===== src/rtl/hazard_ctrl_pkg.sv =====
// Shared definitions for the pipeline hazard controller: instruction class codes,
// controller state encoding and the load-use compare.
package hazard_ctrl_pkg;

   // Instruction class codes as carried down the pipeline
   localparam logic [2:0] INS_ID_NOP   = 3'd0;
   localparam logic [2:0] INS_ID_RTYPE = 3'd1;
   localparam logic [2:0] INS_ID_LW    = 3'd2;
   localparam logic [2:0] INS_ID_SW    = 3'd3;
   localparam logic [2:0] INS_ID_BEQ   = 3'd4;
   localparam logic [2:0] INS_ID_ADDI  = 3'd5;
   localparam logic [2:0] INS_ID_J     = 3'd6;

   // Controller states
   typedef enum logic [0:0] {
      HzRun    = 1'b0,
      HzLstall = 1'b1
   } hz_state_e;

   // True when the instruction in ID reads the load destination held in EX.
   // rt is a source operand only for R-type, BEQ and SW.
   function automatic logic load_use(input logic [4:0] rs_id,
                                     input logic [4:0] rt_id,
                                     input logic [2:0] ins_id,
                                     input logic [4:0] rt_ex,
                                     input logic [2:0] ins_ex);
      logic rt_src;
      rt_src = (ins_id == INS_ID_RTYPE) || (ins_id == INS_ID_BEQ) || (ins_id == INS_ID_SW);
      return (ins_ex == INS_ID_LW) && (rt_ex != 5'd0) &&
             ((rt_ex == rs_id) || (rt_src && (rt_ex == rt_id)));
   endfunction

endpackage


===== src/rtl/hazard_ctrl.sv =====
// Pipeline hazard controller: load-use stalls, branch/jump flushes.
// Optional performance counters enabled by defining HAZARD_PERF_EN.
module hazard_ctrl
   import hazard_ctrl_pkg::*;
#(
   parameter int unsigned MEM_LOAD_FWD = 0,
   parameter int unsigned PERF_W       = 32
) (
   input  logic              clk,
   input  logic              rst_n,
   input  logic [4:0]        rs_id,
   input  logic [4:0]        rt_id,
   input  logic [2:0]        INS_ID_id,
   input  logic [4:0]        rt_ex,
   input  logic [2:0]        INS_ID_ex,
   input  logic              branch_taken,
   input  logic              jump_id,
   output logic              pc_write,
   output logic              if_id_write,
   output logic              id_ex_bubble,
   output logic              if_id_flush,
   output logic              id_ex_flush,
   output logic              ex_mem_flush,
   output logic [PERF_W-1:0] stall_cnt,
   output logic [PERF_W-1:0] flush_cnt
);

   hz_state_e  state_q, state_d;
   logic [1:0] scnt_q, scnt_d;
   logic       stall;
   logic       hazard;

   assign hazard = load_use(rs_id, rt_id, INS_ID_id, rt_ex, INS_ID_ex);

   // State and stall-counter register
   always_ff @(posedge clk or negedge rst_n) begin
      if (!rst_n) begin
         state_q <= HzRun;
         scnt_q  <= 2'd0;
      end else begin
         state_q <= state_d;
         scnt_q  <= scnt_d;
      end
   end

   // Next state and pipeline control; branch beats stall beats jump
   always_comb begin
      state_d      = state_q;
      scnt_d       = scnt_q;
      stall        = 1'b0;
      pc_write     = 1'b1;
      if_id_write  = 1'b1;
      id_ex_bubble = 1'b0;
      if_id_flush  = 1'b0;
      id_ex_flush  = 1'b0;
      ex_mem_flush = 1'b0;
      if (branch_taken) begin
         if_id_flush  = 1'b1;
         id_ex_flush  = 1'b1;
         ex_mem_flush = 1'b1;
         state_d      = HzRun;
         scnt_d       = 2'd0;
      end else if (state_q == HzLstall) begin
         stall  = 1'b1;
         scnt_d = scnt_q - 2'd1;
         if (scnt_d == 2'd0) state_d = HzRun;
      end else if (hazard) begin
         stall = 1'b1;
         if (MEM_LOAD_FWD == 0) begin
            state_d = HzLstall;
            scnt_d  = 2'd1;
         end
      end else if (jump_id) begin
         if_id_flush = 1'b1;
      end
      if (stall) begin
         pc_write     = 1'b0;
         if_id_write  = 1'b0;
         id_ex_bubble = 1'b1;
      end
      // Hold the pipeline cleared while in reset
      if (!rst_n) begin
         pc_write     = 1'b0;
         if_id_write  = 1'b0;
         id_ex_bubble = 1'b0;
         if_id_flush  = 1'b1;
         id_ex_flush  = 1'b1;
         ex_mem_flush = 1'b1;
      end
   end

`ifdef HAZARD_PERF_EN
   localparam logic [PERF_W-1:0] CntOne = {{(PERF_W-1){1'b0}}, 1'b1};

   logic [PERF_W-1:0] stall_cnt_q, flush_cnt_q;
   logic              flush_evt;

   assign flush_evt = branch_taken || (jump_id && !stall);

   // Saturating stall-cycle and flush-event counters
   always_ff @(posedge clk or negedge rst_n) begin
      if (!rst_n) begin
         stall_cnt_q <= '0;
         flush_cnt_q <= '0;
      end else begin
         if (!pc_write && (stall_cnt_q != '1)) stall_cnt_q <= stall_cnt_q + CntOne;
         if (flush_evt && (flush_cnt_q != '1)) flush_cnt_q <= flush_cnt_q + CntOne;
      end
   end

   assign stall_cnt = stall_cnt_q;
   assign flush_cnt = flush_cnt_q;
`else
   assign stall_cnt = '0;
   assign flush_cnt = '0;
`endif

endmodule


===== config.mk =====
export PLATFORM = sky130hd
export DESIGN_NAME = hazard_ctrl
export DESIGN_NICKNAME = d
export VERILOG_FILES = /design/src/rtl/hazard_ctrl_pkg.sv /design/src/rtl/hazard_ctrl.sv
export SDC_FILE = /design/constraint.sdc
export NUM_CORES = 1
export LEC_CHECK = 0
export CORE_ASPECT_RATIO = 0.9
export CORE_MARGIN = 8
export CORE_UTILIZATION = 28
export CTS_CLUSTER_SIZE = 30
export DETAILED_ROUTE_END_ITERATION = 8
export GPL_TIMING_DRIVEN = 1
export PLACE_DENSITY_LB_ADDON = 0.1
export SYNTH_ARGS = -nofsm -noshare
export SYNTH_HDL_FRONTEND = slang
export SYNTH_SLANG_ARGS = --single-unit

===== constraint.sdc =====
create_clock -name clk -period 2.6 [get_ports clk]
set_input_delay 0.52 -clock clk [delete_from_list [all_inputs] [get_ports clk]]
set_output_delay 0.52 -clock clk [all_outputs]
set_load 0.005 [all_outputs]

=== After elaboration in Yosys (flattened, before gate mapping) ===
Index checks and enable logic that the tools add are counted.

* Flip-flop bits (word level): 3
* RAM bits: 0
* Latch bits: 0
* Memories kept: 0
* Output and inout bits: 70
* Memory bits (read-only): 0
* Input port bits: 25

* Bitwise gates (word level): 0
* Reductions and logical operators: 9
* Multipliers: 0
* Div/mod/pow operators: 0
* Multiplexer cells: 20
* Eq/ne operators: 6
* $add $sub $neg: 1
* Shift-type cells: 0
* Magnitude comparators: 0

{| class="wikitable"
|+ Operator list
! kind !! count
|-
| $mux 1 || 17
|-
| $eq 5x5->1 || 2
|-
| $eq 3x2->1 const B || 2
|-
| $mux 2 || 3
|-
| $reduce_bool 5->1 || 1
|-
| $eq 3x1->1 const B || 1
|-
| $eq 3x3->1 const B || 1
|-
| $logic_and 1x1->1 || 3
|-
| $logic_or 1x1->1 || 3
|-
| $reduce_bool 3->1 || 1
|-
| $logic_not 2->1 || 1
|-
| $sub 2x1->2 const B || 1
|}

=== Longest topological paths before layout ===
* Depth after elaboration: 11
* Gate-level depth with buffers: 6
* Depth with buffers taken out: 5

=== Least setup slack after synthesis ===
OpenSTA, ideal clock, no wires.

* Path kind: input to output
* Start point: input port rt_ex[1]
* End point: output port pc_write
* Path slack: 290 ps
* Stages: 6
* Arrival time: 1790 ps
* Path through: xnor2_1 nand4_1 a2111o_1 and2_1 o311a_1 buf_4

* Longest elaborated chain between the ends: 9
* Elaborated cells between the ends (all ways): 12
* Classes of those cells: eq/ne (2); mux (5); reduce/logical (5)

{| class="wikitable"
|+ RTL lines
! item !! RTL line !! RTL
|-
| start, declared || hazard_ctrl.sv:14 || <nowiki>input logic [4:0] rt_ex,</nowiki>
|-
| $eq 5x5->1 || hazard_ctrl_pkg.sv:30 || <nowiki>((rt_ex == rs_id) || (rt_src && (rt_ex == rt_id)));</nowiki>
|-
| $logic_and 1x1->1 || hazard_ctrl_pkg.sv:30 ||
|-
| $logic_or 1x1->1 || hazard_ctrl_pkg.sv:30 ||
|-
| $logic_and 1x1->1 * || hazard_ctrl_pkg.sv:29 || <nowiki>return (ins_ex == INS_ID_LW) && (rt_ex != 5'd0) &&</nowiki>
|-
| $mux 1 * || hazard_ctrl.sv:67 || <nowiki>end else if (hazard) begin</nowiki>
|-
| $mux 1 * || hazard_ctrl.sv:63 || <nowiki>end else if (state_q == HzLstall) begin</nowiki>
|-
| $mux 1 * || hazard_ctrl.sv:57 || <nowiki>if (branch_taken) begin</nowiki>
|-
| $mux 1 * (2 in a row) || - ||
|-
| end, declared || hazard_ctrl.sv:18 || <nowiki>output logic pc_write,</nowiki>
|}

Every way passes the cells marked *; elsewhere a longest branch is shown, timed or not.

=== Worst setup path in the final report ===
* Start point: input port rt_ex[3]
* End point: output port pc_write

* Longest elaborated chain between the ends: 9
* Elaborated cells between the ends (all ways): 12
* Classes of those cells: eq/ne (2); mux (5); reduce/logical (5)

{| class="wikitable"
|+ RTL lines
! item !! RTL line !! RTL
|-
| $eq 5x5->1 || hazard_ctrl_pkg.sv:30 ||
|-
| $logic_and 1x1->1 || hazard_ctrl_pkg.sv:30 ||
|-
| $logic_or 1x1->1 || hazard_ctrl_pkg.sv:30 ||
|-
| $logic_and 1x1->1 * || hazard_ctrl_pkg.sv:29 ||
|-
| $mux 1 * || hazard_ctrl.sv:67 ||
|-
| $mux 1 * || hazard_ctrl.sv:63 ||
|-
| $mux 1 * || hazard_ctrl.sv:57 ||
|-
| $mux 1 * || hazard_ctrl.sv:76 || <nowiki>if (stall) begin</nowiki>
|-
| $mux 1 * || hazard_ctrl.sv:82 || <nowiki>if (!rst_n) begin</nowiki>
|}

Marks and branches as above.

==> flow_metrics.py <==
metrics = {
    "outcome": {
        "status": "finished clean",
    },
    "global_route": {
        "maximum_number_of_pins_on_one_net_before_global_route_repair": 8,
        "grt_antenna_before_repair": 0,
        "grt_first_pass_wirelength_mm": 2.967,
        "grt_util_all_layers_pct": 7.360,
        "grt_remaining_overflow": 0,
        "grt_pass1_vias": 660,
    },
    "die": {
        "floorplan.initialDensity_pct": 28.34,
        "die_area_um2": 5021,
        "coreArea_um2": 2972,
        "fp.dieW_um": 73.81,
        "core.rowCount": 19,
        "ios": 95,
        "die_h_um": 68.03,
    },
    "sta": {
        "final.min_clock_period_ns": 2.526,
        "clock.fmax_mhz": 395.8,
        "hold_viol_final": 0,
        "final.setup_skew_ns": 0.005923,
        "total_negative_slack_for_setup_checks_ns": 0,
        "slew_violations": 0,
        "finalSetupViolCount": 0,
        "layout_worst_path_cycle_share_pct": 97.16,
    },
    "worst_setup_path": {
        "worst-endpoint-required_ns": 2.08,
        "path_cells": "dlygate4sd2_1 > xor2_1 > a2111o_1 > and2_4 > o311a_1 > buf_2",
        "endpoint_kind": "primary output",
        "timing.critical_path.slowest_cell_delay_ns": 0.42,
        "worstSetupPathType": "in2out",
        "cp-start-kind": "primary input",
        "critical_path.max_fanout": 3,
        "critPathSlowestCell": "a2111o_1",
        "worst_path_dominant_cell_family": "compound AO/OA/AOI/OAI gates",
        "worstPathBufferInverterCount": 2,
        "worst-endpoint-arrival_ns": 2.01,
    },
    "drt": {
        "drt_pass1_iterations": 3,
        "routedWlPerCell_um": 10.84,
        "wl_mm": 2.114,
        "total_number_of_vias": 628,
        "post-route-drc-count": 0,
        "detail_route.iter0.violations": 11,
        "postRouteAntennaNets": 0,
        "number_of_vias_per_cell": 3.221,
    },
    "cells_and_area": {
        "area_growth_syn_to_layout_pct": 30.31,
        "layout.cell_area.non_filler_um2": 1097,
        "area.sequential_um2": 75.07,
        "multiInputGateArea_um2": 543.0,
        "drive_above_1_share_pct": 20.26,
        "layout.cells.most_common_list": "conb_1 (64), clkdlybuf4s50_1 (12), buf_4 (9)",
        "instances_no_fill": 195,
        "n_antenna_cell": 0,
        "final_layout_fill_cell_count": 336,
        "layout_commonest_cell": "conb_1",
        "layout.nets": 180,
    },
    "synthesis": {
        "synth_area_leaders": "buf_4 (59%), dfrtp_1 (8.9%), xnor2_1 (6.2%)",
        "netlist.top_cell.by_area": "buf_4",
        "synth_async_sr_flop_share_pct": 100.0,
        "ys_seq_area_share_pct": 8.915,
        "synth_area_um2": 842.1,
        "yosys_warnings": 0,
        "synthesis.area_per_instance_um2": 7.725,
        "synth.ff_latch_count": 3,
        "synth-edff-count": 0,
        "post-synth-top-area-fraction_pct": 58.84,
        "synth.distinct_cells": 26,
        "post_synth_inst_count": 109,
        "synth_flop_cell": "dfrtp_1",
    },
    "placement": {
        "dpl.hpwl_mm": 1.916,
        "numPortBuffers": 30,
        "post_dp_cell_area_um2": 988.4,
        "placedCellCount": 185,
        "place_congestion": 0.7691,
    },
    "clock_tree": {
        "postCtsHoldBufs": 0,
        "clock_sinks": 3,
        "ctsHtreeMaxLevel": 1,
        "cts-buffers-inserted": 3,
        "cts-root-buf": "clkbuf_4",
        "cts_buffer_depth": 2,
        "worst_skew_pair.late_latency_ns": 0.23,
        "clock_pin_slew_reported_for_the_worst_setup_and_hold_paths_after_clock_tree_synthesis_ns": 0.04,
        "tritoncts": "built",
    },
    "min_path": {
        "hp-class": "reg2reg",
    },
    "power": {
        "power_density_nw_per_um2": 224.9,
        "vdd_ir_drop_max_mv": 0.07930,
        "leakage_dissipation_nw": 0.5908,
    },
    "job": {
        "max_capacitance_violation_total": 0,
    },
}
final timing paths:
| path | start | to | slack (ns) | cells after the start |
|---|---|---|---|---|
| max | rt_ex[3] | pc_write | 0.07 | 6 |
| min | scnt_q[0] | scnt_q[0] | 0.55 | 1 |
| max reg2reg | state_q | scnt_q[1] | 1.57 | 3 |
| min reg2reg | scnt_q[0] | scnt_q[0] | 0.55 | 1 |
| max in group asynchronous | rst_n | scnt_q[1] | 1.93 | 2 |
| min in group asynchronous | rst_n | state_q | 0.57 | 2 |
worst register-to-register path, cell delays in order (launching register included):
cell and delay [ns]:
dfrtp_1 0.44, nor3_1 0.28, nand3_1 0.11, o211ai_1 0.11
final cells by class:
cell class              instances  share of cell area [%]
multi-input cells              98                   49.49
clock buffers                   4                   2.395
repair buffers                 43                   34.78
inverters                       5                   1.710
flip-flops and latches          3                   6.842
well taps                      42                   4.789
registers in the layout, summed over array words and instances (netlist names):
name     count
scnt_q       2
state_q      1
routing by layer:
layer | share of wire [%] | up-vias | GRT usage (%)
met2 | 60 | 39 | 14.70
li1 | - | 308 | -
met4 | 0 | 0 | 2.239
met1 | 31 | 281 | 7.506
met3 | 9.3 | 0 | 1.464
met5 | 0 | - | 0
cells in the mapped netlist, drive strengths merged, types with 2 or more instances:
cell type and n:
dfrtp 3, nor3 2, xor2 4, nand3 2
xnor2 6, a21oi 3, buf 66, inv 5
kinds of logic after synthesis:
family	after synthesis	share of synthesized area, %
buffers and inverters	71	61.07
flip-flops	3	8.915
other	1	0.4453
XOR/XNOR	10	10.40
AO/OA/AOI/OAI	11	9.362
adder cells (fa/ha/maj)	1	1.486
AND/OR/NAND/NOR	12	8.324
power by group:
group / switching, mW / total [mW] / internal, mW
clock network: 0.0239 / 0.0814 / 0.0575
registers: 0.000827 / 0.0496 / 0.0488
logic: 0.0583 / 0.116 / 0.0576
total: 0.0830 / 0.247 / 0.164
timing repair:
item                                    in CTS  in global routing
setup buffers                                3                  3
pin swaps                                   13                 13
endpoints found under the setup margin       4                  4
gates resized for setup                     36                 19
stage by stage:
stage                     hold slack [ns]  setup slack, ns  utilization (%)  total power, mW
after floorplan                    0.2244           0.2904                -           0.1683
after global placement             0.5303          -0.6302            33.26           0.1593
after detailed placement           0.5376          -0.6515            33.26           0.1594
after CTS                          0.5479         0.001246            35.16           0.2414
after global routing               0.5653        -0.005605            36.93           0.2679
final                              0.5473          0.07376            36.93           0.2468
(Power assumes the default switching activity.)
==> variant 1 (same settings) <==
The parameter `MEM_LOAD_FWD` goes from 0 to 1.
--- a/src/rtl/hazard_ctrl.sv
+++ b/src/rtl/hazard_ctrl.sv
@@ -3,7 +3,7 @@
 module hazard_ctrl
    import hazard_ctrl_pkg::*;
 #(
-   parameter int unsigned MEM_LOAD_FWD = 0,
+   parameter int unsigned MEM_LOAD_FWD = 1,
    parameter int unsigned PERF_W       = 32
 ) (
    input  logic              clk,
Formal check against the unedited RTL: not equivalent (Yosys sat finds a counterexample within 4 cycles, from zero or initial values and one cycle with rst_n low).
==> variant 1 against the original RTL <==
  * Routed wire length down 9.5%
  * Synthesized area down 2.7%
  * Sequential cell count unchanged
  * Worst setup slack worse by 0.0054 ns
  * First-iteration DRC count unchanged
  * Sequential share of layout area up 0.88 points
  * Power down 9.2%
  * Cell area down 11%
  * Critical path type unchanged
  * Largest cell class unchanged
  * Largest power group unchanged
==> variant 1: results (changes against the original RTL) <==
Pleak 0.534 nW (-9.6%); clk slew on worst S/H paths 0.04 ns (about the same); overall power 224 uW (-9.2%); P_clk 80.3 uW (-1%); DR WL/cell 10.5 um (-3.6%); fill count 324 (-3.6%); vias per inst 3.16 (-1.8%); synth warn 0 (unchanged); min-delay worst type input pin to asynchronous set/reset pin; Int Pwr 153 uW (-6.5%); GPL Wtd Cong 0.732 (-4.9%); Crit. Startpoint rt_id[3]; layout cell share with drive strength beyond 1 0.0909 (-0.112); largest net degree at the start of global routing 8 (unchanged); Finished Layout Cells 183 (-6.2%); CP max-delay cell clkdlybuf4s50_1; first-pass GRT wire length 2760 um (-7.0%); synth cell count leaders 66 x buf_4, 7 x xnor2_1, 4 x inv_1, 4 x nor2_1, 4 x xor2_1; Synth area leaders buf_4 60%, dfrtp_1 9.2%, xnor2_1 7.5%; status finished clean; distinct cell type count after synthesis 21 (-19%); pwr dens 230 nW/um^2 (+2.5%); number of antenna violations at the first check in global routing 0 (unchanged); DRC violations left 0 (unchanged); R2R Path Start scnt_q[0]; Final HPWL DP 1800 um (-6.0%); gr usage total 0.0702 (-0.00338); flop2flop setup slack 1.64 ns (+0.07 ns); vias in the first global route 627 (-5.0%); worst slack, placed -0.471 ns (+0.180 ns); Setup crit end id_ex_bubble; maximum vdd drop 0.0000872 V (+10%); Comb power 96.7 uW (-17%); Syn Area/Cell 7.73 um^2 (about the same); nets 170 (-5.6%); clock skew after layout 0.00252 ns (-0.00340 ns); Setup Buffers After CTS 1 (-2); PostCTS Resize Cnt 17 (-53%); register area share after synthesis 0.0916 (+0.00245); Final Cycle Share 0.974 (+0.00207); Pre-antenna DRT Iters 2 (-1); Hold WS 0.529 ns (-0.0184 ns); Crit Path Max Fanout 2 (-1); Post-DP Area 948 um^2 (-4.1%)
variant 1: changes by cell type in the layout (fill, tap and decap cells not counted), sizes merged, moves of 3 or more:
cell,before,now
nor2,0,4
dlygate4sd2,3,8
clkdlybuf4s50,12,17
buf,17,8
clkdlybuf4s15,5,0
clkbuf,7,4
variant 1: layer usage:
layer  routed length (um)  global-route usage
met5                    0                   0
met4                    0             0.00748
met3                  363              0.0577
met2                  897               0.125
met1                  652              0.0631
variant 1: layout make-up:
class	count	area share
multi-input combinational	96	0.486
timing repair buffer	36	0.342
tap	40	0.0515
clock buffer	4	0.0270
inverter	4	0.0154
sequential	3	0.0772
variant 1: kinds of logic after synthesis:
family                     after synthesis  synth area share
AOI/OAI and AO/OA                        7            0.0580
xor gates and xnor gates                11             0.118
adders and majority gates                1            0.0153
buffers and inverters                   70             0.623
DFF                                      3            0.0916
muxes                                    1            0.0122
other                                    1           0.00458
and+or+nand+nor                         12            0.0778
==> variant 2 (config.mk and constraints unchanged) <==
Made on the original files. Change the parameter `PERF_W` from 32 to 16.
--- a/src/rtl/hazard_ctrl.sv
+++ b/src/rtl/hazard_ctrl.sv
@@ -4,7 +4,7 @@
    import hazard_ctrl_pkg::*;
 #(
    parameter int unsigned MEM_LOAD_FWD = 0,
-   parameter int unsigned PERF_W       = 32
+   parameter int unsigned PERF_W       = 16
 ) (
    input  logic              clk,
    input  logic              rst_n,
Ports: changed (resized flush_cnt and stall_cnt); port bits go from 95 to 63. No check against the original RTL was run, so the function may have changed too.
==> variant 2 against the original RTL <==
  * Non-clock buffer count is 1 lower
  * Sequential cell count stayed put
  * Critical path type unchanged
  * Routed wire length is 18% lower
  * Worst setup slack worse by 0.021 ns
  * Cell area is 14% lower
  * Global-route usage is 0.78 points higher
  * Count of clock-buffer cells in the layout stayed put
  * Via count is 9.6% lower
  * Power is 7.3% lower
  * Utilization is 7.8 points higher
  * Largest power group unchanged
  * Clock power is 1% lower
  * Synthesized area is 29% lower
  * Synthesized cell count is 29% lower
  * Worst hold slack worse by 0.0097 ns
  * Critical endpoint unchanged
==> variant 2: results (changes against the original RTL) <==
Top Registers scnt_q: 2 flops, state_q: 1 flops; Final HPWL DP 1510 um (-21%); clock skew after layout 0.00121 ns (-0.00471 ns); IO Port Bufs 30 (unchanged); fill count 228 (-32%); total length of routed met3 wires 110 um (-44%); vias in the first global route 605 (-8.3%); grt met3 use 0.0300 (+0.0153); ys async rst share 1.00 (unchanged); register area share after synthesis 0.125 (+0.0356); min-delay worst type flop to flop; final WL 1730 um (-18%); Synth area leaders buf_4 42%, dfrtp_1 12%, xnor2_1 8.7%; Pre-antenna DRT Iters 2 (-1); xor-xnor portion of the synthesized cell area 0.146 (+0.0415); DRT iter0 DRCs 9 (-2); Synth Area in Compound Gates 0.131 (+0.0374); P_clk 80.4 uW (-1%); max incr delay on CP 0.40 ns (-0.02 ns); Crit Path Max Fanout 3 (unchanged); Pleak 0.503 nW (-15%); largest net degree at the start of global routing 8 (unchanged); Post-DP Area 857 um^2 (-13%); Met2 Wirelength 859 um (-32%); delay-heaviest family, CP compound AO/OA/AOI/OAI gates; synth warn 0 (unchanged); met2 GRT Util 0.135 (-0.0124); number of antenna violations at the first check in global routing 0 (unchanged); Max Buffers Root-to-Sink 2 (unchanged); CP max-delay cell a2111o_1; CTS Hold Bufs 0 (unchanged); H-Tree Depth 1 (unchanged); n_diodes 0 (unchanged); synth cell count leaders 34 x buf_4, 6 x xnor2_1, 5 x inv_1; routed length on met1 764 um (+17%); Clk Latency, worst-skew pair 0.23 ns (about the same); Arrival @ worst endpoint 2.03 ns (+0.02 ns); GPL Wtd Cong 0.710 (-7.7%); layout cell share with drive strength beyond 1 0.242 (+0.0391); total CTS buffers 3 (unchanged); maximum vdd drop 0.000122 V (+53%); Root Driver clkbuf_4; Top Layer Used met3; distinct cell type count after synthesis 26 (unchanged); pwr dens 243 nW/um^2 (+8.1%); mux cell area share after synthesis 0 (unchanged); Comb pwr share 0.431 (-0.038); top_reg_cell synth dfrtp_1; first-pass GRT wire length 2540 um (-14%); gr usage total 0.0814 (+0.00785); Int Pwr 161 uW (-1.9%); status finished clean; flop2flop setup slack 1.58 ns; Synth Area in Adders 0.0208 (+0.00593); nets 147 (-18%); vias per inst 3.86 (+20%); met1 Usage GRT 0.0980 (+0.0229)
[variant 2: final timing paths]
check                      startpoint         to  cells past startpoint
min reg2reg                 scnt_q[0]  scnt_q[0]                      1
min                         scnt_q[0]  scnt_q[0]                      1
max in group asynchronous       rst_n    state_q                      2
min in group asynchronous       rst_n  scnt_q[0]                      2
max reg2reg                   state_q  scnt_q[1]                      3
max                          rt_ex[3]   pc_write                      6
[variant 2: stage by stage]
stage | hold WS (ns) | power [mW] | setup slack [ns] | std cells
6_report | 0.538 | 0.229 | 0.0526 | 147
5_1_grt | 0.563 | 0.251 | 0.00768 | 147
4_1_cts | 0.549 | 0.230 | 0.00745 | 146
3_5_place_dp | 0.541 | 0.149 | -0.626 | 139
3_3_place_gp | 0.532 | 0.150 | -0.603 | 139
2_1_floorplan | 0.224 | 0.123 | 0.290 | 108
[variant 2: layout make-up]
| type | instances | area share |
|---|---|---|
| repair buffers | 42 | 0.399 |
| inverters | 5 | 0.0199 |
| clock buffers | 4 | 0.0279 |
| multi-input cells | 66 | 0.438 |
| flip-flops and latches | 3 | 0.0798 |
| well taps | 27 | 0.0359 |
[variant 2: cells by family (layout without fill, tap and decap cells)]
| group | after synthesis | count (layout) |
|---|---|---|
| compound gates | 11 | 11 |
| xor+xnor | 10 | 10 |
| fa+ha+maj | 1 | 1 |
| buf+inv | 39 | 51 |
| flops | 3 | 3 |
| other cells | 1 | 32 |
| simple gates | 12 | 12 |
[variant 2: repair_timing]
| item | in CTS | in global routing |
|---|---|---|
| pin swaps | 10 | 14 |
| buffers inserted | 3 | 1 |
| gates resized for setup | 34 | 18 |
| cloned | 0 | 0 |
| setup endpoints to repair | 4 | 4 |
